## src/rtl/gf_vec_add_ctrl_pkg.sv

```systemverilog
// Shared types and defaults for the vector GF(2^8) controllers.
package gf_vec_add_ctrl_pkg;

  localparam int unsigned GfW       = 8;
  localparam int unsigned DefNElem  = 16;
  localparam int unsigned DefRamLat = 1;

  typedef enum logic [1:0] {
    StIdle  = 2'd0,
    StIssue = 2'd1,
    StDrain = 2'd2,
    StDone  = 2'd3
  } state_e;

endpackage

```

## src/rtl/gf_add.sv

```systemverilog
// GF(2^8) addition datapath: the sum is a plain XOR, o_done echoes i_start one cycle later.
module gf_add
  import gf_vec_add_ctrl_pkg::*;
(
  input  logic           i_clk,
  input  logic           i_rst,
  input  logic           i_start,
  input  logic [GfW-1:0] i_a,
  input  logic [GfW-1:0] i_b,
  output logic [GfW-1:0] o_sum,
  output logic           o_done
);

  logic r_done;

  assign o_sum = i_a ^ i_b;

  always_ff @(posedge i_clk) begin
    if (i_rst) begin
      r_done <= 1'b0;
    end else begin
      r_done <= i_start;
    end
  end

  assign o_done = r_done;

endmodule

```

## src/rtl/gf_vec_add_ctrl.sv

```systemverilog
// Streams two operand vectors through gf_add and writes the element-wise sum.
// Define GF_VEC_ADD_REG_OUT_EN to register the write port (adds one cycle of latency).
module gf_vec_add_ctrl
  import gf_vec_add_ctrl_pkg::*;
#(
  parameter int unsigned N_ELEM  = DefNElem,
  parameter int unsigned RAM_LAT = DefRamLat,
  parameter int unsigned ADDR_W  = (N_ELEM > 1) ? $clog2(N_ELEM) : 1
) (
  input  logic              i_clk,
  input  logic              i_rst,
  input  logic              i_start,
  input  logic [GfW-1:0]    i_rd_data_a,
  input  logic [GfW-1:0]    i_rd_data_b,
  output logic              o_rd_en,
  output logic [ADDR_W-1:0] o_rd_addr,
  output logic              o_wr_en,
  output logic [ADDR_W-1:0] o_wr_addr,
  output logic [GfW-1:0]    o_wr_data,
  output logic              o_busy,
  output logic              o_done
);

  localparam logic [ADDR_W-1:0]  LastAddr = ADDR_W'(N_ELEM - 1);
  localparam logic [RAM_LAT-1:0] TopBit   = RAM_LAT'(1) << (RAM_LAT - 1);

  state_e              r_state, w_state_nxt;
  logic [ADDR_W-1:0]   r_cnt, w_cnt_nxt;
  logic [RAM_LAT-1:0]  r_vld_sr;
  logic [ADDR_W-1:0]   r_addr_sr [RAM_LAT];
  logic                w_rd_en;
  logic [ADDR_W-1:0]   w_rd_addr;
  logic                w_vld_dly;
  logic [ADDR_W-1:0]   w_addr_dly;
  logic [GfW-1:0]      w_sum;
  logic                w_add_done;
  logic                w_drained;

  always_comb begin
    w_state_nxt = r_state;
    w_cnt_nxt   = r_cnt;
    w_rd_en     = 1'b0;
    w_rd_addr   = '0;
    unique case (r_state)
      StIdle: begin
        if (i_start) begin
          w_state_nxt = StIssue;
          w_cnt_nxt   = '0;
        end
      end
      StIssue: begin
        w_rd_en   = 1'b1;
        w_rd_addr = r_cnt;
        if (r_cnt == LastAddr) begin
          w_state_nxt = StDrain;
        end else begin
          w_cnt_nxt = r_cnt + ADDR_W'(1);
        end
      end
      StDrain: begin
        if (w_drained) begin
          w_state_nxt = StDone;
        end
      end
      StDone:  w_state_nxt = StIdle;
      default: w_state_nxt = StIdle;
    endcase
  end

  always_ff @(posedge i_clk) begin
    if (i_rst) begin
      r_state  <= StIdle;
      r_cnt    <= '0;
      r_vld_sr <= '0;
      for (int i = 0; i < int'(RAM_LAT); i++) begin
        r_addr_sr[i] <= '0;
      end
    end else begin
      r_state  <= w_state_nxt;
      r_cnt    <= w_cnt_nxt;
      r_vld_sr <= (r_vld_sr << 1) | RAM_LAT'(w_rd_en);
      for (int i = int'(RAM_LAT) - 1; i > 0; i--) begin
        r_addr_sr[i] <= r_addr_sr[i-1];
      end
      r_addr_sr[0] <= w_rd_addr;
    end
  end

  // Idle read address is forced to 0, so the delayed address is already 0 when not valid.
  assign w_vld_dly  = r_vld_sr[RAM_LAT-1];
  assign w_addr_dly = r_addr_sr[RAM_LAT-1];

  gf_add u_gf_add (
    .i_clk   (i_clk),
    .i_rst   (i_rst),
    .i_start (w_vld_dly),
    .i_a     (i_rd_data_a),
    .i_b     (i_rd_data_b),
    .o_sum   (w_sum),
    .o_done  (w_add_done)
  );

`ifdef GF_VEC_ADD_REG_OUT_EN
  logic              r_wr_en;
  logic [ADDR_W-1:0] r_wr_addr;
  logic [GfW-1:0]    r_wr_data;

  always_ff @(posedge i_clk) begin
    if (i_rst) begin
      r_wr_en   <= 1'b0;
      r_wr_addr <= '0;
      r_wr_data <= '0;
    end else begin
      r_wr_en   <= w_vld_dly;
      r_wr_addr <= w_addr_dly;
      r_wr_data <= w_vld_dly ? w_sum : '0;
    end
  end

  // The output register holds the last write, so wait until the whole line is empty.
  assign w_drained = (r_vld_sr == '0);
  assign o_wr_en   = r_wr_en;
  assign o_wr_addr = r_wr_addr;
  assign o_wr_data = r_wr_data;
`else
  // Leave DRAIN as the final write leaves the line, so DONE follows it directly.
  assign w_drained = ((r_vld_sr & ~TopBit) == '0);
  assign o_wr_en   = w_vld_dly;
  assign o_wr_addr = w_addr_dly;
  assign o_wr_data = w_vld_dly ? w_sum : '0;
`endif

  assign o_rd_en   = w_rd_en;
  assign o_rd_addr = w_rd_addr;
  assign o_busy    = (r_state != StIdle);
  assign o_done    = (r_state == StDone);

endmodule

```

## config.mk

```make
export PLATFORM = sky130hd
export DESIGN_NAME = gf_vec_add_ctrl
export DESIGN_NICKNAME = d
export VERILOG_FILES = /design/src/rtl/gf_vec_add_ctrl_pkg.sv /design/src/rtl/gf_add.sv /design/src/rtl/gf_vec_add_ctrl.sv
export SDC_FILE = /design/constraint.sdc
export NUM_CORES = 1
export LEC_CHECK = 0
export ABC_AREA = 0
export BUFFER_PORTS_ARGS = -buffer_cell sky130_fd_sc_hd__buf_2
export CAP_MARGIN = 20
export CORE_UTILIZATION = 45
export CTS_BUF_LIST = sky130_fd_sc_hd__clkbuf_4 sky130_fd_sc_hd__clkbuf_8
export DETAILED_ROUTE_END_ITERATION = 10
export GPL_TIMING_DRIVEN = 0
export HOLD_SLACK_MARGIN = 0.1
export PLACE_DENSITY = 0.84
export REMOVE_ABC_BUFFERS = 1
export SETUP_SLACK_MARGIN = 0.15
export SYNTH_ARGS = -nofsm -noshare
export SYNTH_HDL_FRONTEND = slang
export SYNTH_SLANG_ARGS = --single-unit
```

## constraint.sdc

```tcl
create_clock -name i_clk -period 2.5 [get_ports i_clk]
set_clock_uncertainty 0.1 [all_clocks]
set_input_delay 0.5 -clock i_clk [delete_from_list [all_inputs] [get_ports i_clk]]
set_output_delay 0.5 -clock i_clk [all_outputs]
set_load 0.05 [all_outputs]
```

== Word level (Yosys, flattened, before mapping) ==
Memory sizes are Yosys's and may differ from the RTL's.
Cells that the tools add are included.
Word-level totals
  bits in writable memories: 4
  output and inout port bits: 20
  memories kept: 1
  input bits: 19
  bits in registers: 7
  latch bits: 0
  memory bits (read-only): 0
Cells by class
  divide/modulo/power cells: 0
  shift operators: 0
  reduce and logical (&&, ||, !) cells: 6
  mux-type cells: 14
  $mul: 0
  order comparisons: 0
  bitwise logic cells: 1
  add/sub/neg operators: 1
  equality and inequality tests: 7
Memory list
  r_addr_sr: words 1, width 4, read ports 1, clocked after Yosys merged registers in 0, write ports 1, RTL line gf_vec_add_ctrl.sv:30  | logic [ADDR_W-1:0] r_addr_sr [RAM_LAT];
Operators by type and width (number)
  $mux W4: 4
  $mux W8: 1
  $pmux W2 S4: 1
  $pmux W4 S2: 1
  $xor A8 B8 Y8: 1
  $ne A2 B2 Y1 const B: 3
  $mux W1: 5
  $add A4 B1 Y4 const B: 1
  $eq A2 B2 Y1 const B: 2
  $eq A4 B4 Y1 const B: 1
  $mux W2: 2
  $reduce_bool A2 Y1: 2
  $reduce_or A4 Y1: 1
  $reduce_and A3 Y1: 1
  $eq A2 B1 Y1 const B: 1
  $logic_not A2 Y1: 1
  $reduce_and A2 Y1: 1

== Depth between registers and ports, before layout ==
Gate-level depths: netlist of the first run.
  depth in word-level cells: 3
  gate-level depth with buffers: 5
  gate-level depth less buffers: 5

== Modules after synthesis ==
From an unflattened synthesis of the first run, not the netlist that was laid out.
Unflattened totals
  cells, all modules: 78
  area total of the unflattened synthesis: 725.7 um2
By module, submodules not included
  gf_vec_add_ctrl: seq. area each 220.2 um2, area an instance 629.4 um2, cells each 68, instances 1
  gf_add: seq. area each 20.0 um2, area an instance 96.3 um2, cells each 10, instances 1

== Worst setup path before layout of the first run ==
Ideal clock, no wire load.
  kind: register to output
  start point: register r_vld_sr (netlist: o_wr_en)
  end point: output port o_wr_data[0]
  data arrival time: 1.188 ns
  slack: 0.712 ns
  buffers on the path: 0
  stages on the path, launching flop included: 2
  data required time: 1.900 ns
  path through: dfxtp_1 and2_1
Between the ends
  word-level cells in the longest chain between the ends: 1
Ends and longest elaborated chain
  start, declared: RTL line gf_vec_add_ctrl.sv:29  | logic [RAM_LAT-1:0] r_vld_sr;
  start signal, assigned: RTL line gf_vec_add_ctrl.sv:81  | r_vld_sr <= (r_vld_sr << 1) | RAM_LAT'(w_rd_en);
  $mux W8: RTL line gf_vec_add_ctrl.sv:130  | assign o_wr_data = w_vld_dly ? w_sum : '0;
  end, declared: RTL line gf_vec_add_ctrl.sv:19  | output logic [GfW-1:0] o_wr_data,
No other way between the ends.

== Worst setup path after layout of the first run ==
  start point: register r_state[1]
  end point: output port o_rd_addr[2]
Between the ends
  word-level cells in the longest chain between the ends: 2
Ends and longest elaborated chain
  start, declared: RTL line gf_vec_add_ctrl.sv:27  | state_e r_state, w_state_nxt;
  start signal, assigned: RTL line gf_vec_add_ctrl.sv:72  | r_state <= StIdle;
  start signal, assigned: RTL line gf_vec_add_ctrl.sv:79  | r_state <= w_state_nxt;
  $eq A2 B1 Y1: RTL line gf_vec_add_ctrl.sv:44  | unique case (r_state)
  $mux W4: RTL line gf_vec_add_ctrl.sv:44
  end, declared: RTL line gf_vec_add_ctrl.sv:16  | output logic [ADDR_W-1:0] o_rd_addr,
No other way between the ends.

==> results.yml, run 1 <==
yosys:
  syn_area_um2: 694.4
  synth_xor_area_frac: 0.1009
  synthDistinctLibCells: 23
  synth_top_family_by_area: "simple AND/OR/NAND/NOR gates"
  synth-simple-area-share: 0.2811
  avgSynthCellArea_um2: 9.259
  synth_mux_area_frac: 0.05946
  synth_seq_cells: 11
  ys_warn_count: 0
  yosysSeqAreaShare: 0.3171
  synth_compound_area_frac: 0.09369
  synthCells: 75
  synthAdderAreaFrac: 0.1261
flow_run:
  drv_cap: 0
critical_path:
  crit_path_end_kind: "output pin"
  crit_chain: "inv_1, ha_1, and2_1, buf_2"
  cp_data_required_time_ps: 1900
  cp-start-kind: "flip-flop"
  critPathTopFamily: "buffers and inverters"
  critPathMaxFanout: 9
  cp_slowest_cell: "dfxtp_1"
  arrival_ps: 1480
  crit_buf_inv: 2
  setup.worst_path.class: "reg2out"
  slowest_delay_ps: 340
clock_tree:
  tritoncts: "done"
  cts-resized-gates: 0
  clk_pin_slew_ps: 70
  htree_levels: 1
  cts_setup_buffers: 0
  clockBufferDepth: 2
  cts_inserted_buffers: 3
  ctsHoldBuffers: 0
  clk_latency_ps: 270
  root_buffer: "clkbuf_4"
  clock_sinks: 11
route:
  vias_per_cell: 5.076
  m1WireLength_um: 578
  route.detailed.drc: 0
  ant_nets: 0
  drt_iter0_markers: 17
  wl_mm: 1.392
  drt_pre_antenna_iters: 4
  via_count: 665
  met3WireLength_um: 112
  wl_met2_um: 681
  top_layer_used: "met4"
  avgRoutedWirePerCell_um: 10.63
global_routing:
  overflow: 0
  grt_max_degree: 12
  grt_pass1_wl_mm: 1.925
  antenna_found_initial: 0
  track_usage: 0.1773
  first_global_vias: 476
floorplan:
  die_w_um: 41.28
  die-area_um2: 1704
  start_util: 0.5082
  io_pins: 39
  core-area_um2: 1366
  floorplan.die.height_um: 41.28
  num_rows: 13
run_status:
  status: "completed"
timing:
  max_slew_margin: 0.7246
  finalHoldViolations: 0
  timing.fmax_mhz: 480.4
  maxSlewViolCount: 0
  tns_ps: 0
  rsz0062_at_grt: "false"
  fin_crit_ps: 2082
  setup_viol: 0
  worst_pin_slew_ps: 401.6
  fin_crit_sh: 0.8327
pwr:
  p_per_area_nw_per_um2: 865.9
  p_leak_nw: 0.4911
  vdd_drop_max_mv: 0.6446
finish:
  design_area_um2: 929.6
  drive_above_1_share: 0.3707
  syn2layout_area_growth_pct: 33.87
  nets: 143
  num_antenna_cells: 0
place:
  gp_congestion: 0.8071
  port_buffers: 38
  dp_hpwl_mm: 1.097
  dpl_cell_area_um2: 899.6
min_path:
  min_path_type: "in2reg"
sequential cells by signal (all words and copies together) (netlist names):
name / flops
r_addr_sr: 4
r_cnt: 4
r_state: 2
o_wr_en: 1
power breakdown:
group          switching (W)  internal [W]  total (W)
clock              0.0000609     0.0000726   0.000133
sequential         0.0000281      0.000199   0.000227
combinational       0.000299      0.000146   0.000445
total               0.000388      0.000417   0.000805
metrics by stage:
stage / utilization / power [W] / setup WS, ps / hold WS [ps] / std cells
floorplan: - / 0.0005794 / 711.9 / 377.1 / 74
global placement: 0.6584 / 0.0006653 / 737.8 / 402.9 / 127
detailed placement: 0.6584 / 0.0006752 / 707.8 / 413.5 / 127
CTS: 0.6804 / 0.0008094 / 418.1 / 413.1 / 131
global route: 0.6804 / 0.0008610 / 320.9 / 421.8 / 131
finish: 0.6804 / 0.0008050 / 418.3 / 423.2 / 131
Yosys cell counts:
library cell | number | share of area
nand2_1 | 1 | 0.0054
nor2b_1 | 2 | 0.018
and2_1 | 16 | 0.14
mux2i_1 | 3 | 0.043
nand2b_1 | 4 | 0.036
a21oi_1 | 3 | 0.022
and4_1 | 1 | 0.013
a2bb2oi_1 | 1 | 0.013
ha_1 | 7 | 0.13
nand4_1 | 2 | 0.018
xor2_1 | 8 | 0.10
dfxtp_1 | 11 | 0.32
a211oi_1 | 2 | 0.022
o32ai_1 | 1 | 0.013
o21bai_1 | 1 | 0.011
nand4b_1 | 1 | 0.013
clkbuf_1 | 1 | 0.0054
nand3_1 | 2 | 0.014
inv_1 | 3 | 0.016
nor3_1 | 1 | 0.0072
or3b_1 | 1 | 0.013
mux2_2 | 1 | 0.016
o21ai_0 | 2 | 0.014
area by class of cell:
cell class                 count  area (um2)
sequential                    11       220.2
inverter                       3       11.26
multi-input combinational     60       459.2
fill                         126       436.7
timing repair buffer          38       190.2
clock buffer                   4       30.03
tap                           15       18.77
cell families (layout without fill, tap and decap cells):
kind of cell             count (synthesis)  after routing
AO/OA/AOI/OAI                           10             10
buffers and inverters                    4             45
multiplexers                             4              4
XOR/XNOR                                 8              8
adder cells (fa/ha/maj)                  7              7
AND/OR/NAND/NOR                         31             31
flip-flops                              11             11
path summary, 6_finish.rpt:
| kind | to | start | slack, ps | depth (start not counted) |
|---|---|---|---|---|
| min | r_cnt[1] | i_rst | 420 | 2 |
| min reg2reg | r_state[1] | r_state[1] | 420 | 2 |
| max | o_rd_addr[2] | r_state[1] | 420 | 4 |
| max reg2reg | r_cnt[0] | r_state[1] | 870 | 5 |
per-layer routing:
layer  vias up  GRT usage
li1        340          -
met1       289     0.1942
met2        32     0.3164
met3         4    0.04891
met4         0    0.07258
met5         -          0
cells in the final DEF (no fill, tap or decap):
master	n
a211oi_1	2
a21oi_1	3
a2bb2oi_1	1
and2_1	16
and4_1	1
buf_2	38
clkbuf_4	4
dfxtp_1	11
ha_1	7
inv_1	3
mux2_2	1
mux2i_1	3
nand2_1	1
nand2b_1	4
nand3_1	2
nand4_1	2
nand4b_1	1
nor2b_1	2
nor3_1	1
o21ai_0	2
o21bai_1	1
o32ai_1	1
or3b_1	1
xor2_1	8
Power figures use the tool's default switching activity.
==> inputs of run 2 (changes only) <==
clock period = 2.1 ns   (was 2.5 ns; I/O delays follow)
==> results.yml, run 2 (synthesis results as in run 1) <==
floorplan:
  io_pins: 39
  floorplan.die.height_um: 41.28
  num_rows: 13
  die_w_um: 41.28
  start_util: 0.5082
  core-area_um2: 1366
  die-area_um2: 1704
critical_path:
  arrival_ps: 1330
  cp_data_required_time_ps: 1580
  crit_chain: "inv_1, ha_1, inv_1, clkbuf_4"
  critPathTopFamily: "buffers and inverters"
  crit_buf_inv: 3
  critPathMaxFanout: 5
  cpMostUsedCell: "inv_1"
  startpoint: "r_state[0]"
  crit_path_end_kind: "output pin"
  cp-start-kind: "flip-flop"
  setup.worst_path.class: "reg2out"
  slowest_delay_ps: 400
  cp_slowest_cell: "dfxtp_2"
  reg2reg_from: "r_state[0]"
timing:
  hold_slack_ps: 336.5
  rsz0062_at_grt: "false"
  worst_pin_slew_ps: 398.2
  timing.fmax_mhz: 540.9
  max_slew_margin: 0.7269
  tns_ps: 0
  fin_crit_ps: 1849
  maxSlewViolCount: 0
  setup_viol: 0
  fin_crit_sh: 0.8803
  finalHoldViolations: 0
clock_tree:
  ctsHoldBuffers: 0
  clk_pin_slew_ps: 70
  root_buffer: "clkbuf_4"
  tritoncts: "done"
  clockBufferDepth: 2
  clock_sinks: 11
  clk_latency_ps: 270
  htree_levels: 1
  cts_inserted_buffers: 3
finish:
  nets: 143
  stdcell_count: 131
  largestRegisters: "r_addr_sr (4), r_cnt (4), r_state (2)"
  final_cell_mix: "32 x buf_2, 16 x and2_1, 10 x clkbuf_4, 10 x dfxtp_1, 8 x xor2_1"
  drive_above_1_share: 0.4052
  num_antenna_cells: 0
  syn2layout_area_growth_pct: 38.38
  layout_commonest_cell: "buf_2"
global_routing:
  antenna_found_initial: 0
  track_usage: 0.1773
  grt_max_degree: 12
  first_global_vias: 476
  overflow: 0
  grt_pass1_wl_mm: 1.925
pwr:
  switching_share: 0.4765
  p_clk_frac: 0.158
  net-switching-power_w: 0.0004753
  p_int_w: 0.0005221
  p_leak_nw: 0.4880
  vdd_drop_max_mv: 0.8157
  p_comb_frac: 0.563
  p_per_area_nw_per_um2: 1038
  p_total_w: 0.0009975
  seq_power_share: 0.279
place:
  port_buffers: 38
  gp_congestion: 0.8071
  place_inst: 127
  dp_hpwl_mm: 1.097
route:
  drt_iter0_markers: 9
  via_count: 668
  ant_nets: 0
  wl_mm: 1.463
  avgRoutedWirePerCell_um: 11.17
  route.detailed.drc: 0
  vias_per_cell: 5.099
  drt_pre_antenna_iters: 4
min_path:
  min_path_type: "in2reg"
  min_from: "i_rst"
run_status:
  status: "completed"
flow_run:
  drv_cap: 0
[run 2: power by group through the flow]
stage                     sequential [W]  clock, W  combinational [W]
final                           0.000278  0.000157           0.000562
after global placement          0.000273         0           0.000519
after CTS                       0.000271  0.000162           0.000534
after floorplan                 0.000286         0           0.000404
after detailed placement        0.000276         0           0.000528
after global routing            0.000283  0.000174           0.000606
[run 2: worst reg2reg max path, stage by stage (launching register included)]
cell and delay (ps):
dfxtp_2 360, inv_1 110, ha_1 230, mux2i_1 410
o21ai_0 160, a21oi_1 150
[run 2: layout make-up]
cell class / count / area, um2
tap: 15 / 18.77
fill: 119 / 405.4
inverter: 3 / 11.26
sequential: 11 / 221.5
timing repair buffer: 38 / 205.2
clock buffer: 4 / 30.03
multi-input combinational: 60 / 474.2
[run 2: layer usage]
| layer | vias up | track usage | routed length (um) |
|---|---|---|---|
| met2 | 28 | 0.3164 | 751 |
| met4 | 0 | 0.07258 | 12 |
| li1 | 340 | - | - |
| met5 | - | 0 | 0 |
| met1 | 298 | 0.1942 | 603 |
| met3 | 2 | 0.04891 | 95 |
[run 2: final timing paths]
check	to	slack [ps]	depth (start not counted)
max	o_busy	250	4
max reg2reg	r_cnt[0]	510	5
min reg2reg	r_state[0]	430	2
min	r_cnt[1]	340	2
[run 2: what timing repair did]
action / 4_1_cts / 5_1_grt
buffers inserted: 0 / 0
endpoints found under the setup margin: 4 / 6
resized for setup: 1 / 10
[run 2: stage by stage]
step | cell area [um2] | worst slack [ps] | util
6_report | 960.9 | 251.3 | 0.7033
5_1_grt | 960.9 | 167.5 | 0.7033
4_1_cts | 932.1 | 156.6 | 0.6822
3_5_place_dp | 899.6 | 387.8 | 0.6584
3_3_place_gp | 899.6 | 417.8 | 0.6584
2_1_floorplan | 690.7 | 344.3 | -
==> inputs of run 3 (changes only) <==
ABC_AREA = 1   (was 0)
CORE_MARGIN = 2   (was not set)
PLACE_DENSITY = 0.83   (was 0.84)
==> results.yml, run 3 <==
timing:
  tns_ps: 0
  hold_slack_ps: 300.0
  timing.fmax_mhz: 540.2
  rsz0062_at_grt: "true"
  finalHoldViolations: 0
  fin_crit_ps: 1851
  setup_viol: 0
  worst_pin_slew_ps: 264.0
  maxSlewViolCount: 0
  max_slew_margin: 0.8238
  fin_crit_sh: 0.8815
pwr:
  vdd_drop_max_mv: 0.6684
  p_per_area_nw_per_um2: 1167
  p_leak_nw: 0.5843
yosys:
  avgSynthCellArea_um2: 6.108
  synth_compound_area_frac: 0.03646
  synthAdderAreaFrac: 0.1215
  synthDistinctLibCells: 17
  synth_seq_cells: 11
  ys_top_cells_by_area: "dfxtp_1 31%, nand2_1 19%, nor2_1 16%"
  synth_mux_area_frac: 0
  synth-simple-area-share: 0.4514
  ys_top_cells_by_count: "37 x nand2_1, 31 x nor2_1, 13 x inv_1"
  yosysSeqAreaShare: 0.3056
  yosysMostFrequentCell: "nand2_1"
  syn_area_um2: 720.7
  synth-edff-count: 0
  synthCells: 118
  synth_top_family_by_area: "simple AND/OR/NAND/NOR gates"
  synth_xor_area_frac: 0
  yosysTopAreaCell: "dfxtp_1"
  ys.flop_type: "dfxtp_1"
  async_reset_ff_frac: 0
  ys_warn_count: 0
  netlist.area_leader.share: 0.3056
clock_tree:
  tritoncts: "done"
  clockBufferDepth: 2
  cts_inserted_buffers: 3
  htree_levels: 1
  cts_setup_buffers: 0
  ctsHoldBuffers: 0
  clock_sinks: 11
  root_buffer: "clkbuf_4"
  clk_latency_ps: 260
  clk_pin_slew_ps: 60
global_routing:
  track_usage: 0.1699
  overflow: 0
  antenna_found_initial: 0
  grt_max_degree: 10
  first_global_vias: 666
  grt_pass1_wl_mm: 2.490
critical_path:
  crit_path_end_kind: "output pin"
  arrival_ps: 1330
  critPathMaxFanout: 6
  setup.worst_path.class: "reg2out"
  crit_chain: "inv_1, ha_4, nand2_2, clkinv_1, clkbuf_4"
  cp-start-kind: "flip-flop"
  cp_data_required_time_ps: 1580
  slowest_delay_ps: 360
  r2r_slack_ps: 560
  cp_slowest_cell: "dfxtp_2"
route:
  ant_nets: 0
  drt_iter0_markers: 22
  via_count: 793
  avgRoutedWirePerCell_um: 9.086
  route.detailed.drc: 0
  drt_pre_antenna_iters: 4
  wl_mm: 1.590
  vias_per_cell: 4.531
finish:
  fill_cells: 137
  nets: 186
  syn2layout_area_growth_pct: 36.28
  final_cell_mix: "37 x nand2_1, 34 x buf_2, 31 x nor2_1, 13 x inv_1, 9 x dfxtp_1"
  largestRegisters: "r_addr_sr (4), r_cnt (4), r_state (2)"
  layout_commonest_cell: "nand2_1"
  drive_above_1_share: 0.3270
  num_antenna_cells: 0
place:
  dp_hpwl_mm: 1.269
  port_buffers: 38
  gp_congestion: 0.7872
floorplan:
  start_util: 0.4784
  die_w_um: 44.02
  io_pins: 39
  die-area_um2: 1938
  core-area_um2: 1506
  floorplan.die.height_um: 44.02
  num_rows: 14
flow_run:
  drv_cap: 0
min_path:
  min_path_type: "in2reg"
run_status:
  status: "completed"
==> run 3: per-stage QoR <==
step	worst slack (ps)	utilization	power (W)	instances	instance area [um2]
floorplan	88.87	-	0.0008246	117	716.9
global placement	429.4	0.6154	0.0009474	171	927.1
detailed placement	388.2	0.6154	0.0009639	171	927.1
CTS	154.2	0.6370	0.001116	175	959.7
global route	144.7	0.6520	0.001247	175	982.2
finish	248.8	0.6520	0.001147	175	982.2
==> run 3: cell type report <==
type,instances,area (um2),area share
flip-flops and latches,11,222.7,0.2268
multi-input cells,91,451.7,0.4599
inverters,15,57.56,0.05860
clock buffers,4,30.03,0.03057
repair buffers,38,200.2,0.2038
well taps,16,20.02,0.02038
==> run 3: repair_timing <==
| item | CTS | global route |
|---|---|---|
| setup endpoints to repair | 4 | 5 |
| pin swaps | 0 | 0 |
| cloned | 0 | 0 |
| gates resized for setup | 1 | 7 |
==> run 3: kinds of logic (layout without fill, tap and decap cells) <==
kind of cell    count (synthesis)  after routing
simple gates                   80             80
buf+inv                        16             57
flops                          11             11
fa+ha+maj                       7              7
compound gates                  4              4
==> run 3: worst paths after layout <==
kind,startpoint,endpoint,cells past startpoint
max,r_state[1],o_rd_addr[3],5
min,i_rst,r_addr_sr[0][0],2
max reg2reg,r_state[0],r_cnt[3],8
min reg2reg,r_cnt[2],r_addr_sr[0][2],2
==> run 3: worst max-delay path: cells and delay by family (launching register included) <==
family | cells | cell delay [ps]
fa+ha+maj | 1 | 200
buf+inv | 3 | 420
flops | 1 | 360
simple gates | 1 | 90
==> run 3: per-layer routing <==
metal  track usage  vias up  share of wire  wire [um]
met4       0.03636        0              0          0
li1              -      438              -          -
met3       0.06122        0          0.070        112
met2        0.3059       24           0.51        812
met5             0        -              0          0
met1        0.1913      331           0.42        665
==> run 3: power by group <==
group	switching [W]	internal [W]	total, W
sequential	0.0000551	0.000250	0.000305
clock	0.0000647	0.0000864	0.000151
combinational	0.000480	0.000211	0.000691
total	0.000600	0.000547	0.00115
